## config.mk

```make
export PLATFORM = sky130hd
export DESIGN_NAME = clstr_mem_arb_flat
export DESIGN_NICKNAME = d
export VERILOG_FILES = /design/src/rtl/clstr_mem_arb_pkg.sv /design/src/rtl/clstr_mem_arb_if.sv /design/src/rtl/clstr_mem_arb_tag_fifo.sv /design/src/rtl/clstr_mem_arb.sv /design/src/flat_wrapper.sv
export SDC_FILE = /design/constraint.sdc
export NUM_CORES = 1
export LEC_CHECK = 0
export CAP_MARGIN = 20
export CORE_AREA = 2 2 136 138
export CTS_CLUSTER_DIAMETER = 100
export DETAILED_ROUTE_END_ITERATION = 12
export DIE_AREA = 0 0 138 140
export GPL_TIMING_DRIVEN = 1
export PLACE_DENSITY_LB_ADDON = 0.3
export SETUP_SLACK_MARGIN = 0.1
export SLEW_MARGIN = 40
export SYNTH_ARGS = -nofsm -noshare
export SYNTH_HDL_FRONTEND = slang
export SYNTH_SLANG_ARGS = --single-unit
```

## constraint.sdc

```tcl
create_clock -name clk -period 4.13 [get_ports clk]
set_clock_uncertainty 0.1 [all_clocks]
set_input_delay 1.0325 -clock clk [delete_from_list [all_inputs] [get_ports clk]]
set_output_delay 1.0325 -clock clk [all_outputs]
set_load 0.02 [all_outputs]
```

## src/rtl/clstr_mem_arb_pkg.sv

```systemverilog
// Shared types and widths for the cluster-memory arbiter slice.
package clstr_mem_arb_pkg;

  localparam int CLSTR_ARB_NUM_PORTS  = 4;
  localparam int CLSTR_ARB_TAG_DEPTH  = 8;

  localparam int CLSTR_IDX_WIDTH      = 16;
  localparam int CLSTR_RID_WIDTH      = 8;
  localparam int CLSTR_DATA_WIDTH     = 32;

  // Request word {cluster_idx, rid}; response word {cluster, rid}.
  localparam int CLSTR_MEM_REQ_WIDTH  = CLSTR_IDX_WIDTH + CLSTR_RID_WIDTH;
  localparam int CLSTR_MEM_RESP_WIDTH = CLSTR_DATA_WIDTH + CLSTR_RID_WIDTH;

  // Tag width for the default port count.
  localparam int CLSTR_ARB_PORT_WIDTH = $clog2(CLSTR_ARB_NUM_PORTS);

  typedef struct packed {
    logic [CLSTR_IDX_WIDTH-1:0] cluster_idx;
    logic [CLSTR_RID_WIDTH-1:0] rid;
  } clstr_mem_req_t;

  typedef struct packed {
    logic [CLSTR_DATA_WIDTH-1:0] cluster;
    logic [CLSTR_RID_WIDTH-1:0]  rid;
  } clstr_mem_resp_t;

  // Tag width for an arbitrary port count; never narrower than one bit.
  function automatic int clstr_arb_port_width(input int n);
    return (n > 1) ? $clog2(n) : 1;
  endfunction

endpackage

```

## src/rtl/clstr_mem_arb_if.sv

```systemverilog
// Bundle of all stream signals around the arbiter.
// Handshake rule for every stream: a word moves in a cycle where the consumer's
// read (or producer's write) strobe is 1; the strobe is only raised while the
// matching empty_n (or full_n) flag is 1, and the flag alone never moves data.
interface clstr_mem_arb_if
  import clstr_mem_arb_pkg::*;
#(
  parameter int NUM_PORTS = CLSTR_ARB_NUM_PORTS
) ();

  // requester side
  logic [NUM_PORTS-1:0]                           req_empty_n;
  logic [NUM_PORTS-1:0]                           req_read;
  logic [NUM_PORTS-1:0][CLSTR_MEM_REQ_WIDTH-1:0]  req_dout;

  // memory request stream
  logic                                           clstr_mem_req_full_n;
  logic                                           clstr_mem_req_write;
  logic [CLSTR_MEM_REQ_WIDTH-1:0]                 clstr_mem_req_din;

  // memory response stream
  logic                                           clstr_mem_resp_empty_n;
  logic                                           clstr_mem_resp_read;
  logic [CLSTR_MEM_RESP_WIDTH-1:0]                clstr_mem_resp_dout;

  // per-port response streams
  logic [NUM_PORTS-1:0]                           resp_full_n;
  logic [NUM_PORTS-1:0]                           resp_write;
  logic [NUM_PORTS-1:0][CLSTR_MEM_RESP_WIDTH-1:0] resp_din;

  // arbiter side: drives all strobes and data toward memory and requesters
  modport master (
    input  req_empty_n, req_dout,
    output req_read,
    input  clstr_mem_req_full_n,
    output clstr_mem_req_write, clstr_mem_req_din,
    input  clstr_mem_resp_empty_n, clstr_mem_resp_dout,
    output clstr_mem_resp_read,
    input  resp_full_n,
    output resp_write, resp_din
  );

  // surrounding system: requesters and memory
  modport slave (
    output req_empty_n, req_dout,
    input  req_read,
    output clstr_mem_req_full_n,
    input  clstr_mem_req_write, clstr_mem_req_din,
    output clstr_mem_resp_empty_n, clstr_mem_resp_dout,
    input  clstr_mem_resp_read,
    output resp_full_n,
    input  resp_write, resp_din
  );

endinterface

```

## src/rtl/clstr_mem_arb_tag_fifo.sv

```systemverilog
// In-order tag FIFO: remembers which port issued each outstanding request.
// No bypass: a word pushed into an empty FIFO becomes head on the next cycle.
module clstr_mem_arb_tag_fifo #(
  parameter int WIDTH = 2,
  parameter int DEPTH = 8
) (
  input  logic                     clk,
  input  logic                     arst_n,
  input  logic                     i_push,
  input  logic [WIDTH-1:0]         i_din,
  input  logic                     i_pop,
  output logic [WIDTH-1:0]         o_head,
  output logic [$clog2(DEPTH):0]   o_count,
  output logic                     o_full,
  output logic                     o_empty
);

  localparam int AW = $clog2(DEPTH);
  localparam int CW = AW + 1;

  logic [WIDTH-1:0] r_mem [DEPTH];
  logic [AW-1:0]    r_wr_ptr;
  logic [AW-1:0]    r_rd_ptr;
  logic [CW-1:0]    r_count;

  logic             w_push_ok;
  logic             w_pop_ok;

  assign o_full    = (r_count == CW'(DEPTH));
  assign o_empty   = (r_count == '0);
  assign o_count   = r_count;
  assign o_head    = r_mem[r_rd_ptr];
  assign w_push_ok = i_push & ~o_full;
  assign w_pop_ok  = i_pop & ~o_empty;

  // Pointers wrap naturally because DEPTH is a power of two.
  always_ff @(posedge clk or negedge arst_n) begin
    if (!arst_n) begin
      r_wr_ptr <= '0;
      r_rd_ptr <= '0;
      r_count  <= '0;
      for (int i = 0; i < DEPTH; i++) r_mem[i] <= '0;
    end else begin
      if (w_push_ok) begin
        r_mem[r_wr_ptr] <= i_din;
        r_wr_ptr        <= r_wr_ptr + 1'b1;
      end
      if (w_pop_ok) r_rd_ptr <= r_rd_ptr + 1'b1;
      case ({w_push_ok, w_pop_ok})
        2'b10:   r_count <= r_count + 1'b1;
        2'b01:   r_count <= r_count - 1'b1;
        default: r_count <= r_count;
      endcase
    end
  end

endmodule

```

## src/rtl/clstr_mem_arb.sv

```systemverilog
// Round-robin arbiter sharing one cluster-memory port among NUM_PORTS
// requesters; responses are routed back in order using a tag FIFO.
module clstr_mem_arb
  import clstr_mem_arb_pkg::*;
#(
  parameter int NUM_PORTS = CLSTR_ARB_NUM_PORTS,
  parameter int TAG_DEPTH = CLSTR_ARB_TAG_DEPTH
) (
  input  logic                                   clk,
  input  logic                                   arst_n,
  clstr_mem_arb_if.master                        bus,
  output logic                                   busy,
  output logic                                   err_orphan,
  output logic [clstr_arb_port_width(NUM_PORTS)-1:0] o_dbg_rr_ptr,
  output logic [$clog2(TAG_DEPTH):0]             o_dbg_count
);

  localparam int PW = clstr_arb_port_width(NUM_PORTS);
  localparam int CW = $clog2(TAG_DEPTH) + 1;

  logic [PW-1:0]        r_rr_ptr;
  logic                 r_err_orphan;

  int                   w_scan_idx;
  logic [PW-1:0]        w_scan_sel;
  logic                 w_found;
  logic [PW-1:0]        w_grant;
  logic                 w_issue_en;
  logic                 w_push;
  logic                 w_pop;
  logic [PW-1:0]        w_head;
  logic [CW-1:0]        w_count;
  logic                 w_fifo_full;
  logic                 w_fifo_empty;
  logic [NUM_PORTS-1:0] w_req_read;
  logic [NUM_PORTS-1:0] w_resp_write;

  clstr_mem_arb_tag_fifo #(
    .WIDTH (PW),
    .DEPTH (TAG_DEPTH)
  ) u_tag_fifo (
    .clk     (clk),
    .arst_n  (arst_n),
    .i_push  (w_push),
    .i_din   (w_grant),
    .i_pop   (w_pop),
    .o_head  (w_head),
    .o_count (w_count),
    .o_full  (w_fifo_full),
    .o_empty (w_fifo_empty)
  );

  // Priority search starting at the round-robin pointer, wrapping at NUM_PORTS.
  always_comb begin
    w_found    = 1'b0;
    w_grant    = '0;
    w_scan_idx = 0;
    w_scan_sel = '0;
    for (int i = 0; i < NUM_PORTS; i++) begin
      w_scan_idx = int'(r_rr_ptr) + i;
      if (w_scan_idx >= NUM_PORTS) w_scan_idx = w_scan_idx - NUM_PORTS;
      w_scan_sel = PW'(w_scan_idx);
      if (!w_found && bus.req_empty_n[w_scan_sel]) begin
        w_found = 1'b1;
        w_grant = w_scan_sel;
      end
    end
  end

  // Issue needs memory space and a free tag slot; a same-cycle pop does not
  // free a slot early.
  assign w_issue_en = bus.clstr_mem_req_full_n & ~w_fifo_full;
  assign w_push     = w_issue_en & w_found;

  // Returns follow the head tag only; a full head port stalls every return.
  assign w_pop = ~w_fifo_empty & bus.clstr_mem_resp_empty_n & bus.resp_full_n[w_head];

  // One-hot strobes toward requesters and response streams.
  always_comb begin
    w_req_read   = '0;
    w_resp_write = '0;
    if (w_push) w_req_read[w_grant] = 1'b1;
    if (w_pop)  w_resp_write[w_head] = 1'b1;
  end

  assign bus.req_read            = w_req_read;
  assign bus.clstr_mem_req_write = w_push;
  assign bus.clstr_mem_req_din   = bus.req_dout[w_grant];
  assign bus.clstr_mem_resp_read = w_pop;
  assign bus.resp_write          = w_resp_write;
  assign bus.resp_din            = {NUM_PORTS{bus.clstr_mem_resp_dout}};

  // Pointer advances past the granted port; holds when nothing is granted.
  always_ff @(posedge clk or negedge arst_n) begin
    if (!arst_n) begin
      r_rr_ptr <= '0;
    end else if (w_push) begin
      r_rr_ptr <= (w_grant == PW'(NUM_PORTS - 1)) ? '0 : w_grant + 1'b1;
    end
  end

  // Sticky flag for a response that has no outstanding tag to match.
  always_ff @(posedge clk or negedge arst_n) begin
    if (!arst_n) begin
      r_err_orphan <= 1'b0;
    end else if (bus.clstr_mem_resp_empty_n && w_fifo_empty && !w_push) begin
      r_err_orphan <= 1'b1;
    end
  end

  assign busy         = (w_count != '0);
  assign err_orphan   = r_err_orphan;
  assign o_dbg_rr_ptr = r_rr_ptr;
  assign o_dbg_count  = w_count;

endmodule

```

## src/flat_wrapper.sv

```systemverilog
// flat-port wrapper written by rule: the top's interface ports become plain ports
module clstr_mem_arb_flat import clstr_mem_arb_pkg::*;
#(
  parameter int NUM_PORTS = CLSTR_ARB_NUM_PORTS,
  parameter int TAG_DEPTH = CLSTR_ARB_TAG_DEPTH
)
  (clk, arst_n, busy, err_orphan, o_dbg_rr_ptr, o_dbg_count, bus_req_empty_n, bus_req_dout, bus_req_read, bus_clstr_mem_req_full_n, bus_clstr_mem_req_write, bus_clstr_mem_req_din, bus_clstr_mem_resp_empty_n, bus_clstr_mem_resp_dout, bus_clstr_mem_resp_read, bus_resp_full_n, bus_resp_write, bus_resp_din);
  clstr_mem_arb_if #(.NUM_PORTS(NUM_PORTS)) bus_i ();
  input  logic clk;
  input  logic arst_n;
  output logic busy;
  output logic err_orphan;
  output logic [clstr_arb_port_width(NUM_PORTS)-1:0] o_dbg_rr_ptr;
  output logic [$clog2(TAG_DEPTH):0] o_dbg_count;
  input wire logic [$bits(bus_i.req_empty_n)-1:0] bus_req_empty_n;
  input wire logic [$bits(bus_i.req_dout)-1:0] bus_req_dout;
  output wire logic [$bits(bus_i.req_read)-1:0] bus_req_read;
  input wire logic [$bits(bus_i.clstr_mem_req_full_n)-1:0] bus_clstr_mem_req_full_n;
  output wire logic [$bits(bus_i.clstr_mem_req_write)-1:0] bus_clstr_mem_req_write;
  output wire logic [$bits(bus_i.clstr_mem_req_din)-1:0] bus_clstr_mem_req_din;
  input wire logic [$bits(bus_i.clstr_mem_resp_empty_n)-1:0] bus_clstr_mem_resp_empty_n;
  input wire logic [$bits(bus_i.clstr_mem_resp_dout)-1:0] bus_clstr_mem_resp_dout;
  output wire logic [$bits(bus_i.clstr_mem_resp_read)-1:0] bus_clstr_mem_resp_read;
  input wire logic [$bits(bus_i.resp_full_n)-1:0] bus_resp_full_n;
  output wire logic [$bits(bus_i.resp_write)-1:0] bus_resp_write;
  output wire logic [$bits(bus_i.resp_din)-1:0] bus_resp_din;
  assign bus_i.req_empty_n = bus_req_empty_n;
  assign bus_i.req_dout = bus_req_dout;
  assign bus_req_read = bus_i.req_read;
  assign bus_i.clstr_mem_req_full_n = bus_clstr_mem_req_full_n;
  assign bus_clstr_mem_req_write = bus_i.clstr_mem_req_write;
  assign bus_clstr_mem_req_din = bus_i.clstr_mem_req_din;
  assign bus_i.clstr_mem_resp_empty_n = bus_clstr_mem_resp_empty_n;
  assign bus_i.clstr_mem_resp_dout = bus_clstr_mem_resp_dout;
  assign bus_clstr_mem_resp_read = bus_i.clstr_mem_resp_read;
  assign bus_i.resp_full_n = bus_resp_full_n;
  assign bus_resp_write = bus_i.resp_write;
  assign bus_resp_din = bus_i.resp_din;
  clstr_mem_arb #(.NUM_PORTS(NUM_PORTS), .TAG_DEPTH(TAG_DEPTH)) u_core (.clk(clk), .arst_n(arst_n), .bus(bus_i), .busy(busy), .err_orphan(err_orphan), .o_dbg_rr_ptr(o_dbg_rr_ptr), .o_dbg_count(o_dbg_count));
endmodule
```

==> metrics.cfg <==
[hold_path]
worstHoldStart=u_core.err_orphan$_DFFE_PN0P_
worst_hold_stages=1
hp-class=flip-flop to flip-flop
hold-path-endpoint=u_core.err_orphan$_DFFE_PN0P_

[layout]
filler_cell_count=1895
area.growth.synth_to_final_pct=29.1
final_nets=570
layout_common_cells=117 x sky130_fd_sc_hd__clkdlybuf4s50_1, 76 x sky130_fd_sc_hd__mux2i_1, 35 x sky130_fd_sc_hd__buf_4, 29 x sky130_fd_sc_hd__dfrtp_1, 18 x sky130_fd_sc_hd__nand2_1
proportion_of_layout_cells_with_a_drive_suffix_above_1_pct=22.7
most_common_library_cell_in_the_layout_ignoring_fill_and_taps=sky130_fd_sc_hd__clkdlybuf4s50_1

[route]
post_dr_vias_cell=3.84
drcViolationCount=0
first_drt_iteration_drcs=54
drt_pass1_iterations=4
ant_nets=0
route.final.wire_length_um=9110
detailroute.via_count=2475
post_drt_wl_per_cell_um=14.1

[sta]
timing_worst_slew_pin_value_ns=0.368
slew-limit-headroom_pct=75.5
fmax_mhz=254
holdWs_ns=0.371
final_hold_violation_count=0
unrepaired_setup_endpoints_after_global_routing=no
layout_min_cycle_time_ns=3.93
final_max_slew_viol_count=0
period_share_pct=95.3
final-setup-viol-count=0

[floorplanning]
initial_utilization_pct=20.2
area_of_the_placeable_core_um2=17800
ports_placed_on_the_boundary=350
core.rowCount=49
floorplan.die.height_um=140
width_of_the_die_um=138
design.die.area_um2=19300

[setup_path]
worst-r2r-setup-slack_ns=0.88
cp.arrival_ns=2.80
worst_setup_path_end_kind=output port
r2r_cells=11
cp.required_ns=3.00
worst_setup_start_kind=input port
reg2reg_from=u_core.u_tag_fifo.r_rd_ptr[0]$_DFFE_PN0P_
path_class=input port to output port
crit-reg2reg-capture=u_core.u_tag_fifo.o_count[2]$_DFFE_PN0P_
worstPathMaxFanout=5

[synth]
post_synth_inst_count=391
synth_simple_gate_area_share_pct=7.24
main_combinational_cell_family_by_area_after_synthesis=buffers and inverters
synth.top_cell.area_share_pct=33.4
synth.avg_cell_area_um2=9.20
yosys.area.top_type=sky130_fd_sc_hd__buf_4
synthXorXnorAreaFrac_pct=2.19
synth_nets=548
ys_seq_area_share_pct=20.2
synth.yosys.warnings=0
ys_ff_latch=29
top_cells_by_area_in_the_synthesized_netlist=sky130_fd_sc_hd__buf_4 33%, sky130_fd_sc_hd__mux2i_1 21%, sky130_fd_sc_hd__dfrtp_1 20%
synth.mux.area_fraction_pct=28.2
synth-edff-count=0
ys_types=37
synth-adder-area-share_pct=3.13
synth_compound_area_share_pct=3.38
synth_area_um2=3600
ys_dominant_reg_cell=sky130_fd_sc_hd__dfrtp_1
async_reset_ff_share_pct=100

[grt]
grt_remaining_overflow=0
grt_first_pass_wirelength_um=14300
globalRouteTotalUtil_pct=9.11
grt_pass1_vias=2828
grt_antenna_before_repair=0
grt_start_max_net_pins=30

[cts]
clock-sinks=29
clock-root-buffer=sky130_fd_sc_hd__clkbuf_16
path_clk_slew_ns=0.05
clock_latency_ns=0.27
cts_hold_buf=0
cts_htree_levels=2
cts_tree=done
max-clock-path-buffers=2
cts_made_buffers=5

[placed_design]
place_hpwl_um=7540
globalplace.congestion=0.734
port-buffer-count=149

[job]
cap_violations=0

[pwr]
totalPowerFinal_w=0.00292
total_leakage_power_nw=2.05
irDropWorstVdd_mv=0.286
cell_area_power_density_nw_per_um2=629

[run_status]
outcome=finished clean

-- final cells by class --
type	count	area [um2]	area share [%]
Clock buffer	7	143	3.07
Sequential cell	29	726	15.6
Antenna cell	1	2.50	0.0539
Timing Repair Buffer	188	1790	38.6
Clock inverter	1	30.0	0.647
Multi-Input combinational cell	183	1640	35.3
Inverter	6	22.5	0.485
Tap cell	229	287	6.17
-- kinds of logic (layout without fill, tap and decap cells) --
kind of cell	Yosys count	count (layout)
XOR/XNOR	9	9
multiplexers	94	94
adder cells (fa/ha/maj)	9	9
flip-flops	29	29
buffers and inverters	179	202
AO/OA/AOI/OAI	19	19
other	0	1
AND/OR/NAND/NOR	52	52
-- per-layer routing --
| layer | global-route usage [%] | part of all wire [%] | vias to the layer above |
|---|---|---|---|
| met5 | 0 | 0 | - |
| met4 | 2.58 | 1.2 | 0 |
| met3 | 4.14 | 11 | 14 |
| met2 | 17.3 | 53 | 129 |
| met1 | 8.89 | 35 | 1133 |
| li1 | - | - | 1199 |
-- critical path, cell delays in order --
cell and delay [ns]:
sky130_fd_sc_hd__clkdlybuf4s50_1 0.42, sky130_fd_sc_hd__buf_4 0.16, sky130_fd_sc_hd__a311oi_4 0.35, sky130_fd_sc_hd__buf_6 0.17, sky130_fd_sc_hd__inv_2 0.04, sky130_fd_sc_hd__buf_4 0.14, sky130_fd_sc_hd__ha_1 0.19, sky130_fd_sc_hd__and2_4 0.15
sky130_fd_sc_hd__buf_4 0.15
-- state kept, by name (all words and copies together), names as in the netlist --
register,count
u_core.u_tag_fifo.r_mem,16
u_core.u_tag_fifo.o_count,4
u_core.u_tag_fifo.r_rd_ptr,3
u_core.u_tag_fifo.r_wr_ptr,3
u_core.o_dbg_rr_ptr,2
u_core.err_orphan,1
-- worst max-delay path by stage --
| stage | from | to | slack (ns) |
|---|---|---|---|
| 3_5_place_dp | bus_req_empty_n[3] | bus_clstr_mem_req_din[22] | -0.37 |
| 5_1_grt | bus_req_empty_n[3] | bus_req_read[1] | 0.13 |
| 2_1_floorplan | bus_req_empty_n[3] | bus_clstr_mem_req_din[0] | 0.38 |
| 3_3_place_gp | bus_req_empty_n[3] | bus_clstr_mem_req_din[14] | -0.33 |
| 4_1_cts | bus_req_empty_n[1] | bus_clstr_mem_req_din[11] | 0.10 |
| 6_report | bus_req_empty_n[0] | bus_req_read[2] | 0.20 |
-- power breakdown --
group,leakage (nW),internal (W),switching [W]
Combinational,1.61,0.00103,0.000881
Sequential,0.352,0.000426,0.000161
Clock,0.0841,0.000300,0.000117
-- cell usage after synthesis, drive strengths merged, types with 5 or more instances --
cell	n
and2	8
buf	163
clkbuf	10
dfrtp	29
ha	9
inv	6
mux2	13
mux2i	77
nand2	18
nor2	10
o21ai	8
xor2	5
-- through the flow --
stage	setup slack [ns]	utilization (%)	setup TNS (ns)	cell area, um2	instances
after floorplan	0.377	-	0	3600	391
after global placement	-0.333	24.6	-7.06	4380	623
after detailed placement	-0.365	24.6	-7.23	4380	623
after CTS	0.101	25.7	0	4570	636
after global routing	0.132	26.1	0	4640	643
final	0.196	26.1	0	4640	644
-- repair_timing --
item,in CTS,in global routing
resized for setup,102,5
endpoints found under the setup margin,29,14
hold endpoints to repair,0,0
cloned,1,0
setup buffers,4,7
pin swaps,2,0
Power figures use the tool's default switching activity.
